`config.mk`:
```
export PLATFORM = sky130hd
export DESIGN_NAME = culsans_sram_arbiter
export DESIGN_NICKNAME = d
export VERILOG_FILES = /design/src/rtl/culsans_sram_arbiter.sv
export SDC_FILE = /design/constraint.sdc
export NUM_CORES = 1
export LEC_CHECK = 0
export BUFFER_PORTS_ARGS = -buffer_cell sky130_fd_sc_hd__buf_2
export CAP_MARGIN = 20
export CORE_AREA = 2 2 178 180
export CTS_BUF_LIST = sky130_fd_sc_hd__clkbuf_2 sky130_fd_sc_hd__clkbuf_4 sky130_fd_sc_hd__clkbuf_8
export DETAILED_ROUTE_END_ITERATION = 10
export DIE_AREA = 0 0 180 182
export SYNTH_ARGS = -nofsm -noshare
export SYNTH_HDL_FRONTEND = slang
export SYNTH_SLANG_ARGS = --single-unit
```
`constraint.sdc`:
```
create_clock -name clk_i -period 1.5 [get_ports clk_i]
set_clock_uncertainty 0.15 [all_clocks]
set_input_delay 0.15 -clock clk_i [delete_from_list [all_inputs] [get_ports clk_i]]
set_output_delay 0.15 -clock clk_i [all_outputs]
set_load 0.05 [all_outputs]
```
`src/rtl/culsans_sram_arbiter.sv`:
```
// Round-robin arbiter sharing one single-port SRAM between NumPorts requesters.
// Latency: grant is combinational; read data and rvalid follow one cycle after the grant.
// Backpressure: an ungranted requester holds req/payload; one access per cycle, optional preload owns SRAM first.
// Optional feature macro: CULSANS_SRAM_ARB_PRELOAD_EN (adds preload ports and a PRELOAD state after reset).
module culsans_sram_arbiter #(
    parameter int unsigned NumPorts  = 2,
    parameter int unsigned AddrWidth = 32,
    parameter int unsigned DataWidth = 64,
    localparam int unsigned BeWidth  = DataWidth / 8
) (
    input  logic                                clk_i,
    input  logic                                rst_ni,
    input  logic [NumPorts-1:0]                 req_i,
    input  logic [NumPorts-1:0]                 we_i,
    input  logic [NumPorts-1:0][AddrWidth-1:0]  addr_i,
    input  logic [NumPorts-1:0][DataWidth-1:0]  wdata_i,
    input  logic [NumPorts-1:0][BeWidth-1:0]    be_i,
    output logic [NumPorts-1:0]                 gnt_o,
    output logic [NumPorts-1:0]                 rvalid_o,
    output logic [DataWidth-1:0]                rdata_o,
    output logic                                sram_req_o,
    output logic                                sram_we_o,
    output logic [AddrWidth-1:0]                sram_addr_o,
    output logic [DataWidth-1:0]                sram_wdata_o,
    output logic [BeWidth-1:0]                  sram_be_o,
    input  logic [DataWidth-1:0]                sram_rdata_i,
`ifdef CULSANS_SRAM_ARB_PRELOAD_EN
    input  logic                                pl_req_i,
    input  logic [AddrWidth-1:0]                pl_addr_i,
    input  logic [DataWidth-1:0]                pl_wdata_i,
    input  logic [BeWidth-1:0]                  pl_be_i,
    output logic                                pl_gnt_o,
    input  logic                                pl_done_i,
`endif
    output logic                                ready_o
);

    localparam int unsigned PtrW = (NumPorts > 1) ? $clog2(NumPorts) : 1;

    typedef enum logic {
        ST_PRELOAD = 1'b0,
        ST_RUN     = 1'b1
    } state_e;

`ifdef CULSANS_SRAM_ARB_PRELOAD_EN
    localparam state_e StReset = ST_PRELOAD;
`else
    localparam state_e StReset = ST_RUN;
`endif

    state_e              r_state;
    state_e              w_state_nxt;
    logic [PtrW-1:0]     r_rr;
    logic [PtrW-1:0]     w_rr_nxt;
    logic [PtrW-1:0]     w_sel;
    logic                w_hit;
    logic [NumPorts-1:0] w_gnt;
    logic [NumPorts-1:0] r_rvalid;

    // Round-robin search: first requesting port at or after r_rr, wrapping modulo NumPorts.
    always_comb begin
        logic [PtrW:0] v_idx;
        w_hit = 1'b0;
        w_sel = '0;
        w_gnt = '0;
        v_idx = '0;
        if (rst_ni && (r_state == ST_RUN)) begin
            for (int i = 0; i < NumPorts; i++) begin
                v_idx = {1'b0, r_rr} + (PtrW+1)'(i);
                if (v_idx >= (PtrW+1)'(NumPorts)) begin
                    v_idx = v_idx - (PtrW+1)'(NumPorts);
                end
                if (!w_hit && req_i[v_idx[PtrW-1:0]]) begin
                    w_hit = 1'b1;
                    w_sel = v_idx[PtrW-1:0];
                end
            end
        end
        if (w_hit) begin
            w_gnt[w_sel] = 1'b1;
        end
    end

    // Pointer moves just past the winner; it holds when nobody is granted.
    always_comb begin
        w_rr_nxt = r_rr;
        if (w_hit) begin
            w_rr_nxt = (w_sel == PtrW'(NumPorts - 1)) ? '0 : w_sel + PtrW'(1);
        end
    end

    // SRAM command mux: granted core port in RUN, loader in PRELOAD, zeros when idle.
    always_comb begin
        sram_req_o   = 1'b0;
        sram_we_o    = 1'b0;
        sram_addr_o  = '0;
        sram_wdata_o = '0;
        sram_be_o    = '0;
`ifdef CULSANS_SRAM_ARB_PRELOAD_EN
        pl_gnt_o     = 1'b0;
`endif
        if (w_hit) begin
            sram_req_o   = 1'b1;
            sram_we_o    = we_i[w_sel];
            sram_addr_o  = addr_i[w_sel];
            sram_wdata_o = wdata_i[w_sel];
            sram_be_o    = be_i[w_sel];
        end
`ifdef CULSANS_SRAM_ARB_PRELOAD_EN
        else if (rst_ni && (r_state == ST_PRELOAD) && pl_req_i) begin
            pl_gnt_o     = 1'b1;
            sram_req_o   = 1'b1;
            sram_we_o    = 1'b1;
            sram_addr_o  = pl_addr_i;
            sram_wdata_o = pl_wdata_i;
            sram_be_o    = pl_be_i;
        end
`endif
    end

    // PRELOAD leaves for RUN once the loader signals done; RUN is absorbing.
    always_comb begin
        w_state_nxt = r_state;
`ifdef CULSANS_SRAM_ARB_PRELOAD_EN
        if ((r_state == ST_PRELOAD) && pl_done_i) begin
            w_state_nxt = ST_RUN;
        end
`else
        w_state_nxt = ST_RUN;
`endif
    end

    // State, pointer and read-valid pipeline registers with synchronous reset.
    always_ff @(posedge clk_i) begin
        if (!rst_ni) begin
            r_state  <= StReset;
            r_rr     <= '0;
            r_rvalid <= '0;
        end else begin
            r_state  <= w_state_nxt;
            r_rr     <= w_rr_nxt;
            r_rvalid <= w_gnt & ~we_i;
        end
    end

    // A read in flight when reset asserts is dropped immediately.
    assign gnt_o    = w_gnt;
    assign rvalid_o = r_rvalid & {NumPorts{rst_ni}};
    assign rdata_o  = sram_rdata_i;
    assign ready_o  = (r_state == ST_RUN);

endmodule

```
==> results.ini <==
[status]
status=finished with violations
violations=setup timing

[synth]
mappedNetlistArea_sq_um=2300
synth-simple-area-share_pct=36.4
synth_top_family_by_area=simple AND/OR/NAND/NOR gates
synth_cells=445
yosysSeqAreaShare_pct=2.61
synth_compound_area_share_pct=29.2
synth_xor_area_share_pct=0
yosys_warnings=0
synth.avg_cell_area_sq_um=5.16
yosysUniqueCellTypes=14
muxShareOfSynthArea_pct=0
synth_adder_area_share_pct=0
ys_ff_latch=3
syn_nets=723

[timing]
hold_viol=0
min_period_ns=1.76
fin_crit_sh_pct=117
setup_viol=107
worst_slack_ns=-0.259
rsz0062_at_grt=true
drv_slew=0
fmax_ghz=0.569

[global_routing]
grt_pass1_wl_um=21000
antenna_found_initial=1
grt_pass1_vias=3888
grt_max_degree=64
grt-ovfl-total=0
grt_use_total_pct=8.08

[placed_design]
port-buffer-count=323
dpl_cell_area_sq_um=4760
gp_congestion=0.823
dp_hpwl_um=11600

[route]
detail_route.iter0.violations=69
ant_nets=0
vias=4047
drcViolationCount=0
wl_um=15100
drt_pass1_iterations=4
vias_per_cell=3.64
wl_per_cell_um=13.6

[critical_path]
cp.arrival_ns=1.46
critPathMaxFanout=8
critPathRequiredTime_ns=1.20
start_kind=flip-flop
critPathKind=flip-flop to primary output
critPathCaptureType=primary output
r2r_slack_ns=0.13

[run]
cap_viol_max_count=0

[clock_tree]
numCtsBuffers=3
cts.clk_slew.worst_paths_ns=0.03
cts.sinks=3
cts_tree=built
cts.root.buffer_cell=clkbuf_8
clock_latency_ns=0.22
cts_buffer_depth=2
htreeDepth=1

[die]
pin_count=453
die-area_sq_um=32800
rows=65
coreArea_sq_um=31000
die_x_um=180
start_util_pct=7.41
die_h_um=182

[finish]
layout.nets=989
mostFrequentLayoutCell=buf_2
layout_common_cells=buf_2 (213), nand2_1 (210), buf_4 (69)
filler_cell_count=3478
area_growth_pct=148
drive_gt1_share_pct=63.2
fin_area_sq_um=5700

[power_and_ir_drop]
p_per_area_nw_per_um2=500
max-vdd-ir-drop_mv=0.161
fin_total_pwr_uw=2850
p_leak_uw=0.00262

[min_path]
hp-class=primary input to flip-flop

[per-stage QoR]
| step | util (%) | setup slack (ns) | hold slack [ns] | TNS [ns] | cells |
|---|---|---|---|---|---|
| floorplan | - | -0.298 | 0.0768 | -17.52 | 445 |
| global placement | 15.4 | -0.112 | 0.150 | -5.82 | 1096 |
| detailed placement | 15.4 | -0.114 | 0.150 | -6.51 | 1096 |
| CTS | 17.6 | -0.241 | 0.120 | -19.80 | 1107 |
| global route | 18.4 | -0.311 | 0.150 | -28.34 | 1112 |
| finish | 18.4 | -0.259 | 0.118 | -22.28 | 1113 |
[worst max-delay path, stage by stage (launching register included)]
cell and delay [ns]:
dfxtp_2 0.36, o21ai_4 0.09, buf_12 0.16, clkbuf_16 0.18, o22ai_1 0.20, buf_4 0.23
[timing repair]
action	CTS	global route
endpoints found under the hold margin	2	0
pin swaps	22	1
cloned	3	4
hold buffers	2	0
endpoints found under the setup margin	107	108
buffers inserted	2	1
gates resized for setup	172	27
[cell type report]
type / count / area (sq um) / area share [%]
Antenna cell: 1 / 2.50 / 0.0439
Clock buffer: 4 / 48.8 / 0.856
Timing Repair Buffer: 372 / 2870 / 50.3
Tap cell: 402 / 503 / 8.83
Multi-Input combinational cell: 329 / 2200 / 38.7
Sequential cell: 3 / 61.3 / 1.08
Inverter: 2 / 11.3 / 0.198
[per-layer routing]
layer / global-route usage, % / vias up / routed length, um
li1: - / 1972 / -
met5: 0 / - / 13
met2: 15.7 / 240 / 8160
met1: 8.49 / 1793 / 5420
met3: 1.40 / 40 / 1050
met4: 3.35 / 2 / 476
[cell usage after synthesis, drive strengths merged]
master  instances  area [sq um]
conb            1          3.75
o21ai           2          13.8
dfxtp           3          60.1
buf           101           681
o22ai         105           657
nand2         212           796
nor3            2          10.0
inv             2          7.50
nor2            5          18.8
and2            2          12.5
clkbuf         10          37.5
[where the power goes]
| group | total, uW | switching (uW) | internal [uW] |
|---|---|---|---|
| registers | 88.6 | 3.51 | 85.1 |
| clock network | 260 | 60.6 | 200 |
| logic | 2500 | 1490 | 1010 |
[registers in the layout, indices dropped and copies added, names as in the netlist]
signal	count
r_rvalid	2
r_rr	1
[logic make-up (layout without fill, tap and decap cells)]
kind of cell | Yosys count | count (layout)
buffers and inverters | 113 | 378
flip-flops | 3 | 3
AO/OA/AOI/OAI | 107 | 107
AND/OR/NAND/NOR | 221 | 221
other | 1 | 2
[path summary, 6_finish.rpt]
| path | cells after the start | start | end |
|---|---|---|---|
| max reg2reg | 5 | r_rr$_SDFFE_PN0P_ | r_rvalid[1]$_SDFF_PN0_ |
| min reg2reg | 2 | r_rr$_SDFFE_PN0P_ | r_rr$_SDFFE_PN0P_ |
| min | 3 | req_i[0] | r_rr$_SDFFE_PN0P_ |
| max | 5 | r_rr$_SDFFE_PN0P_ | sram_addr_o[24] |
(Power assumes the default switching activity.)
